$ cat config.mk
export PLATFORM = sky130hd
export DESIGN_NAME = flow_table
export DESIGN_NICKNAME = d
export VERILOG_FILES = /design/src/rtl/dataplane_pkg.sv /design/src/rtl/flow_hash.sv /design/src/rtl/flow_table.sv
export SDC_FILE = /design/constraint.sdc
export NUM_CORES = 2
export LEC_CHECK = 0
export CAP_MARGIN = 20
export CORE_ASPECT_RATIO = 1.5
export CORE_MARGIN = 1
export CORE_UTILIZATION = 54
export DETAILED_ROUTE_END_ITERATION = 16
export GPL_TIMING_DRIVEN = 0
export HOLD_SLACK_MARGIN = 0.05
export PLACE_DENSITY = 0.7
export SLEW_MARGIN = 10
export SYNTH_ARGS = -nofsm -noshare
export SYNTH_HDL_FRONTEND = slang
export SYNTH_SLANG_ARGS = --single-unit
export TNS_END_PERCENT = 5
$ cat constraint.sdc
create_clock -name clk -period 20.9 [get_ports clk]
set_input_delay 5.225 -clock clk [delete_from_list [all_inputs] [get_ports clk]]
set_output_delay 5.225 -clock clk [all_outputs]
set_load 0.02 [all_outputs]
$ cat src/rtl/dataplane_pkg.sv
// Shared types and constants for the packet dataplane blocks
// (flow_key_gen -> flow_table).
package dataplane_pkg;

  localparam int FLOW_KEY_W = 96;
  localparam int FLOW_CNT_W = 32;

  // One logical table entry as seen by software.
  typedef struct packed {
    logic                  valid;
    logic [FLOW_KEY_W-1:0] key;
    logic [FLOW_CNT_W-1:0] pkt_cnt;
    logic [FLOW_CNT_W-1:0] byte_cnt;
  } flow_entry_t;

  typedef enum logic [1:0] {
    IDLE   = 2'd0,
    LOOKUP = 2'd1,
    UPDATE = 2'd2,
    CLEAR  = 2'd3
  } ft_state_e;

  // CSR read selectors
  localparam logic [1:0] RD_SEL_PKT   = 2'd0;
  localparam logic [1:0] RD_SEL_BYTE  = 2'd1;
  localparam logic [1:0] RD_SEL_VALID = 2'd2;
  localparam logic [1:0] RD_SEL_KEY   = 2'd3;

endpackage

$ cat src/rtl/flow_hash.sv
// Combinational XOR-fold hash: the key is zero-extended to a whole number of
// IDX_W slices and all slices are XORed together to form the table index.
module flow_hash #(
  parameter int KEY_W = 96,
  parameter int IDX_W = 4
) (
  input  logic [KEY_W-1:0] i_key,
  output logic [IDX_W-1:0] o_idx
);

  localparam int NSLICE = (KEY_W + IDX_W - 1) / IDX_W;
  localparam int PAD_W  = NSLICE * IDX_W;

  logic [PAD_W-1:0] w_pad;

  assign w_pad = PAD_W'(i_key);

  // Fold every IDX_W-wide slice of the padded key into one index.
  always_comb begin
    o_idx = '0;
    for (int s = 0; s < NSLICE; s++) begin
      o_idx = o_idx ^ w_pad[s*IDX_W +: IDX_W];
    end
  end

endmodule

$ cat src/rtl/flow_table.sv
// Direct-mapped per-flow packet/byte statistics table. Each accepted key walks
// IDLE -> LOOKUP -> UPDATE; a clear request empties the table in one CLEAR
// cycle. Counters saturate. A CSR read port runs independently of the FSM.
module flow_table
  import dataplane_pkg::*;
#(
  parameter  int DEPTH = 16,
  parameter  int KEY_W = FLOW_KEY_W,
  parameter  int CNT_W = 32,
  localparam int IDX_W = $clog2(DEPTH)
) (
  input  logic             clk,
  input  logic             rst_n,
  input  logic             key_valid,
  input  logic [KEY_W-1:0] flow_key,
  input  logic [15:0]      pkt_bytes,
  output logic             key_ready,
  input  logic             clr,
  output logic             res_valid,
  output logic             res_hit,
  output logic             res_evict,
  output logic [IDX_W-1:0] res_idx,
  output logic [CNT_W-1:0] evict_cnt,
  input  logic             rd_en,
  input  logic [IDX_W-1:0] rd_idx,
  input  logic [1:0]       rd_sel,
  output logic [31:0]      rd_data,
  output logic             rd_done
);

  localparam int SUM_W = ((CNT_W > 16) ? CNT_W : 16) + 1;

  // Saturating increment: an all-ones counter stays all-ones.
  function automatic logic [CNT_W-1:0] sat_inc(input logic [CNT_W-1:0] v);
    return (&v) ? v : v + CNT_W'(1);
  endfunction

  // Saturating add of a zero-extended byte count.
  function automatic logic [CNT_W-1:0] sat_add(input logic [CNT_W-1:0] v,
                                               input logic [15:0]      b);
    logic [SUM_W-1:0] s;
    s = SUM_W'(v) + SUM_W'(b);
    if (s > SUM_W'({CNT_W{1'b1}})) return '1;
    return s[CNT_W-1:0];
  endfunction

  // Fit a counter onto the 32-bit CSR bus (truncate or zero-extend).
  function automatic logic [31:0] fit32(input logic [CNT_W-1:0] v);
    logic [CNT_W+31:0] t;
    t = {32'b0, v};
    return t[31:0];
  endfunction

  ft_state_e        r_state;
  logic             r_clr_pend;
  logic [DEPTH-1:0] r_valid;
  logic [CNT_W-1:0] r_evict_cnt;

  logic [KEY_W-1:0] r_key;
  logic [15:0]      r_bytes;
  logic [IDX_W-1:0] r_idx;
  logic             r_hit;
  logic             r_evict;
  logic [CNT_W-1:0] r_old_pkt;
  logic [CNT_W-1:0] r_old_byte;

  logic [KEY_W-1:0] r_key_mem  [DEPTH];
  logic [CNT_W-1:0] r_pkt_mem  [DEPTH];
  logic [CNT_W-1:0] r_byte_mem [DEPTH];

  logic [31:0]      r_rd_data;
  logic             r_rd_done;

  logic [IDX_W-1:0] w_hash_idx;
  logic             w_accept;

  flow_hash #(
    .KEY_W (KEY_W),
    .IDX_W (IDX_W)
  ) u_hash (
    .i_key (flow_key),
    .o_idx (w_hash_idx)
  );

  // A clear request in IDLE takes priority and discards any offered key.
  assign w_accept = (r_state == IDLE) && key_valid && !clr;

  // Control FSM: state, pending clear, valid bits and eviction counter.
  always_ff @(posedge clk or negedge rst_n) begin
    if (!rst_n) begin
      r_state     <= IDLE;
      r_clr_pend  <= 1'b0;
      r_valid     <= '0;
      r_evict_cnt <= '0;
    end else begin
      case (r_state)
        IDLE: begin
          if (clr)            r_state <= CLEAR;
          else if (key_valid) r_state <= LOOKUP;
        end
        LOOKUP: begin
          if (clr) r_clr_pend <= 1'b1;
          r_state <= UPDATE;
        end
        UPDATE: begin
          r_valid[r_idx] <= 1'b1;
          if (r_evict) r_evict_cnt <= sat_inc(r_evict_cnt);
          r_state    <= (r_clr_pend || clr) ? CLEAR : IDLE;
          r_clr_pend <= 1'b0;
        end
        CLEAR: begin
          r_valid     <= '0;
          r_evict_cnt <= '0;
          r_state     <= IDLE;
        end
        default: r_state <= IDLE;
      endcase
    end
  end

  // Datapath: capture the key on accept, snapshot the entry during LOOKUP.
  always_ff @(posedge clk) begin
    if (w_accept) begin
      r_key   <= flow_key;
      r_bytes <= pkt_bytes;
      r_idx   <= w_hash_idx;
    end
    if (r_state == LOOKUP) begin
      r_hit      <= r_valid[r_idx] && (r_key_mem[r_idx] == r_key);
      r_evict    <= r_valid[r_idx] && (r_key_mem[r_idx] != r_key);
      r_old_pkt  <= r_pkt_mem[r_idx];
      r_old_byte <= r_byte_mem[r_idx];
    end
  end

  // Table storage write in UPDATE: accumulate on hit, install otherwise.
  always_ff @(posedge clk) begin
    if (r_state == UPDATE) begin
      if (r_hit) begin
        r_pkt_mem[r_idx]  <= sat_inc(r_old_pkt);
        r_byte_mem[r_idx] <= sat_add(r_old_byte, r_bytes);
      end else begin
        r_key_mem[r_idx]  <= r_key;
        r_pkt_mem[r_idx]  <= CNT_W'(1);
        r_byte_mem[r_idx] <= sat_add('0, r_bytes);
      end
    end
  end

  // CSR read port: samples storage before any same-edge write.
  always_ff @(posedge clk or negedge rst_n) begin
    if (!rst_n) begin
      r_rd_data <= '0;
      r_rd_done <= 1'b0;
    end else begin
      r_rd_done <= rd_en;
      if (rd_en) begin
        case (rd_sel)
          RD_SEL_PKT:   r_rd_data <= fit32(r_pkt_mem[rd_idx]);
          RD_SEL_BYTE:  r_rd_data <= fit32(r_byte_mem[rd_idx]);
          RD_SEL_VALID: r_rd_data <= {31'b0, r_valid[rd_idx] && (r_state != CLEAR)};
          default:      r_rd_data <= r_key_mem[rd_idx][31:0];
        endcase
      end
    end
  end

  assign key_ready = (r_state == IDLE);
  assign res_valid = (r_state == UPDATE);
  assign res_hit   = res_valid && r_hit;
  assign res_evict = res_valid && r_evict;
  assign res_idx   = res_valid ? r_idx : '0;
  assign evict_cnt = r_evict_cnt;
  assign rd_data   = r_rd_data;
  assign rd_done   = r_rd_done;

endmodule
# After elaboration in Yosys (flattened, before gate mapping)
# Memory sizes are Yosys's and may differ from the RTL's. A register that Yosys moved wholly into a read port is not among the register bits.
# Index checks and enable logic that the tools add are counted.
word_totals:
  register_bits: 202
  ramBits: 2560
  input_bits: 123
  output_inout_bits: 73
  word_cells: 120
  n_memories: 3
mem_list:
  columns: ["memory", "words", "width", "read_ports", "rd_clocked_by_memory_dff", "write_ports", "line", "source"]
  rows:
  - ["r_key_mem", 16, 96, 2, 1, 1, "flow_table.sv:67", "logic [KEY_W-1:0] r_key_mem [DEPTH];"]
  - ["r_byte_mem", 16, 32, 2, 1, 1, "flow_table.sv:69", "logic [CNT_W-1:0] r_byte_mem [DEPTH];"]
  - ["r_pkt_mem", 16, 32, 2, 1, 1, "flow_table.sv:68", "logic [CNT_W-1:0] r_pkt_mem [DEPTH];"]
op_classes:
  add_sub_neg: 3
  n_lt_le_gt_ge: 5
  n_eq_ne: 12
  n_mux: 42
  n_bitwise: 26
  n_reduce_logical: 18
ops:
  columns: ["operator", "n"]
  rows:
  - ["$mux 32", 13]
  - ["$eq 96x96->1", 1]
  - ["$ne 96x96->1", 1]
  - ["$pmux 32 s3", 1]
  - ["$xor 4x4->4", 23]
  - ["$add 32x1->32 const B", 2]
  - ["$pmux 32 s2", 1]
  - ["$reduce_and 32->1", 2]
  - ["$add 32x16->33", 1]
  - ["$gt 33x32->1 const B", 1]
  - ["$gt 16x32->1 const B", 1]
  - ["$pmux 16 s2", 1]
  - ["$mux 1", 16]
  - ["$or 16x16->16", 1]
  - ["$lt 4x5->1 const B", 2]
  - ["$bmux 1 s4", 2]
  - ["$logic_and 1x1->1", 8]
  - ["$mux 4", 2]
  - ["$pmux 2 s4", 1]
  - ["$eq 2x2->1 const B", 3]
  - ["$mux 2", 3]
  - ["$ne 2x2->1 const B", 3]
  - ["$demux 1 s4", 1]
  - ["$eq 2x1->1 const B", 2]
  - ["11 further kinds", 14]

# Longest topological paths before layout
depth:
  ltp_word: 24
  depth_mapped: 14
  depth_no_buf: 11

# Modules after synthesis
# Synthesis repeated with hierarchy kept, for this count alone.
hier_totals:
  hier_cells: 5835
  hier_area_um2: 122859.1
modules_own_cells:
  columns: ["module", "instances", "cells_per_inst", "area_each_um2", "seq_area_each_um2"]
  rows:
  - ["flow_table", 1, 5747, 122033.3, 84521.1]
  - ["flow_hash", 1, 88, 825.8, 0.0]

# Worst setup path after synthesis
# No wires, ideal clock.
synth_path:
  path_kind: "input port to flip-flop"
  startpoint: "in clr"
  endpoint: "reg with a tool-made name"
  setup_ns: 0.121
  arrival_time_ns: 19.252
  required_ns: 20.779
  setup_slack_ns: 1.527
  path_stages: 2
  path_buffers: 0
  cell_sequence: "nor4b_1 mux2_2"
synth_lines:
  columns: ["item", "line", "source"]
  rows:
  - ["start: declaration", "flow_table.sv:18", "input logic clr,"]

# Final worst setup path
layout_path:
  startpoint: "reg r_idx[2]"
  endpoint: "out res_idx[2]"
layout_via:
  elab_chain_len: 1
layout_rtl:
  columns: ["item", "line", "source"]
  rows:
  - ["start: declaration", "flow_table.sv:61", "logic [IDX_W-1:0] r_idx;"]
  - ["start signal: assignment", "flow_table.sv:126", "r_idx <= w_hash_idx;"]
  - ["$mux 4", "flow_table.sv:172", "assign res_idx = res_valid ? r_idx : '0;"]
  - ["end: declaration", "flow_table.sv:22", "output logic [IDX_W-1:0] res_idx,"]
# Every way passes these cells.

==> results.py <==
metrics = {
    "floorplan": {
        "die_w_um": 390,
        "die_h_um": 584,
        "start_util_pct": 54.4,
        "die_area_sq_um": 228000,
        "fp-row-count": 213,
        "core_sq_um": 225000,
        "ios": 196,
    },
    "yosys": {
        "yosysMostFrequentCell": "edfxtp_1",
        "yosys_register_bits": 2830,
        "netlist_area_sq_um": 122000,
        "yosysUniqueCellTypes": 68,
        "synth_top_area_share_pct": 67.4,
        "syn_nets": 5832,
        "synthCells": 5690,
        "synth_edf_count": 2742,
        "synthArstFlopShare_pct": 2.97,
        "yosysTopAreaCell": "edfxtp_1",
        "synth_commonest_cells": "2742 x edfxtp_1, 1193 x mux4_2, 188 x xnor2_1, 185 x nor2_1, 173 x clkbuf_1",
        "ys.flop_type": "edfxtp_1",
        "yosysWarnings": 0,
        "avgSynthCellArea_sq_um": 21.5,
        "synth_area_leaders": "edfxtp_1 67%, mux4_2 22%, dfrtp_1 1.7%",
        "ys_seq_area_share_pct": 69.2,
    },
    "routing": {
        "firstDrtPassIters": 9,
        "vias_per_cell": 7.13,
        "wirelength_um": 409000,
        "route.detailed.drc": 0,
        "drt_first_iter_violations": 10300,
        "vias": 70500,
        "ant_nets": 0,
        "post_drt_wl_per_cell_um": 41.3,
    },
    "final_layout": {
        "syn_to_final_growth_pct": 16.6,
        "final_nets": 6809,
        "post-route-cell-area_sq_um": 142000,
        "stdcell_count": 9895,
        "drive_gt1_share_pct": 33.5,
    },
    "grt": {
        "grt_pass1_wl_um": 559000,
        "antenna_found_initial": 21,
        "grtUsageTotal_pct": 36.1,
        "grt.overflow.total": 0,
        "grt_pass1_vias": 70600,
        "grt_max_degree": 59,
    },
    "sta": {
        "whs_ns": 0.502,
        "period_minus_slack_ns": 9.58,
        "worst_slack_ns": 11.32,
        "finalMaxSlewViolations": 0,
        "relSlewSlack_pct": 14.3,
        "clock_skew_ns": 0.0552,
        "rsz0062_at_grt": "false",
        "hold_viol": 0,
        "max_freq_mhz": 104,
        "setup-violations-final": 0,
        "tightestPinTransition_ns": 1.29,
        "finalCritPeriodShare_pct": 45.8,
    },
    "pwr": {
        "p_leak_nw": 46.2,
        "power_density_nw_per_um2": 114,
        "ir_drop_mv": 0.0875,
    },
    "critical_path": {
        "worst_path_max_delay_cell": "clkbuf_1",
        "cp.required_ns": 15.67,
        "end_kind": "output pin",
        "critPathLaunchType": "flop",
        "cp_max_fo": 10,
        "crit_chain": "clkbuf_1 -> clkbuf_2 -> buf_1 -> and2_1 -> clkdlybuf4s50_1",
        "critPathKind": "flop to output pin",
        "cp_num_buf_inv": 4,
        "arrival_ns": 4.36,
        "cpLargestDelayFamily": "buffers and inverters",
        "cpPeakStageDelay_ns": 0.84,
    },
    "clock_tree": {
        "ctsResizeCount": 0,
        "cts-root-buf": "clkbuf_16",
        "path_clk_slew_ns": 0.07,
        "cts_buffer_depth": 4,
        "ctsHoldBuffers": 0,
        "htree_levels": 5,
        "cts.sinks": 2830,
        "clock_latency_ns": 0.89,
        "cts_tree": "yes",
        "post_cts_buffers": 0,
        "numCtsBuffers": 276,
    },
    "worst_hold_path": {
        "hold_path_class": "flop to flop",
    },
    "flow_run": {
        "cap_violations": 0,
    },
    "status": {
        "status": "complete, no violations",
    },
    "placement": {
        "gp_congestion": 0.937,
        "hpwl_um": 293000,
        "dpl_cell_area_sq_um": 133000,
        "placement.io_buffers": 191,
        "pre_cts_slack_ns": 11.08,
        "place_inst": 9368,
    },
}
[per-layer routing]
layer  global-route usage (%)  up-vias  wire, um
li1                         -    26300         -
met1                     42.9    37100    130000
met2                     58.1     5694    196000
met3                     7.93     1411     45100
met4                     27.0       18     37500
met5                        0        -       127
[power by group]
group / leakage [nW] / switching (W) / internal (W) / total [W]
logic: 16.0 / 0.00255 / 0.00149 / 0.00404
registers: 25.9 / 0.000218 / 0.00696 / 0.00717
clock network: 4.33 / 0.00218 / 0.00289 / 0.00507
total: 46.2 / 0.00495 / 0.0113 / 0.0163
[final timing paths]
| path | start | endpoint | slack, ns | cells past startpoint |
|---|---|---|---|---|
| max in group asynchronous | rst_n | r_valid[11] | 15.94 | 2 |
| min reg2reg | r_valid[6] | r_valid[6] | 0.50 | 1 |
| max reg2reg | flop | r_evict | 14.27 | 13 |
| max | r_idx[2] | res_idx[2] | 11.32 | 5 |
| min in group asynchronous | rst_n | evict_cnt[1] | 4.30 | 1 |
| min | r_valid[6] | r_valid[6] | 0.50 | 1 |
[cells in the final DEF (no fill, tap or decap), types with 134 or more instances in the layout]
cell	n
nor2_1	173
xnor2_1	188
clkdlybuf4s50_1	190
clkbuf_1	205
buf_4	287
mux4_2	1193
edfxtp_1	2742
clkbuf_16	286
mux2i_1	157
buf_6	140
xor2_1	134
[sequential cells by signal (all words and copies together), names as in the netlist, named ones only]
register / cells
r_old_pkt: 32
r_clr_pend: 1
r_state: 2
r_evict: 1
r_valid: 16
r_idx: 4
rd_done: 1
r_key: 96
rd_data: 32
r_old_byte: 32
r_hit: 1
r_bytes: 16
r_pkt_mem: 512
r_key_mem: 1536
evict_cnt: 32
r_byte_mem: 512
[cell families (layout without fill, tap and decap cells)]
kind of cell | after synthesis | after routing | share of synthesized area (%)
simple gates | 465 | 465 | 1.82
flops | 2830 | 2830 | 69.2
xor+xnor | 322 | 322 | 2.31
mux | 1370 | 1370 | 23.5
fa+ha+maj | 19 | 19 | 0.201
other cells | 0 | 16 | 0
compound gates | 304 | 304 | 1.64
buf+inv | 380 | 1559 | 1.36
[stage by stage]
stage | power, W | utilization, % | setup TNS, ns
6_report | 0.0163 | 63.4 | 0
5_1_grt | 0.0166 | 63.4 | 0
4_1_cts | 0.0162 | 63.2 | 0
3_5_place_dp | 0.0112 | 59.3 | 0
3_3_place_gp | 0.0111 | 56.9 | -4002.24
2_1_floorplan | 0.00946 | - | 0
[area by class of cell]
type                    instances  area [sq um]
plain buffers                 348          1610
flip-flops and latches       2830         84500
inverters                      32           120
clock inverters               139          1500
repair buffers                699          7250
fillers                     15100         82200
diodes                         16          40.0
well taps                    3010          3770
clock buffers                 341          7400
multi-input cells            2480         36200
(Power assumes the default switching activity.)
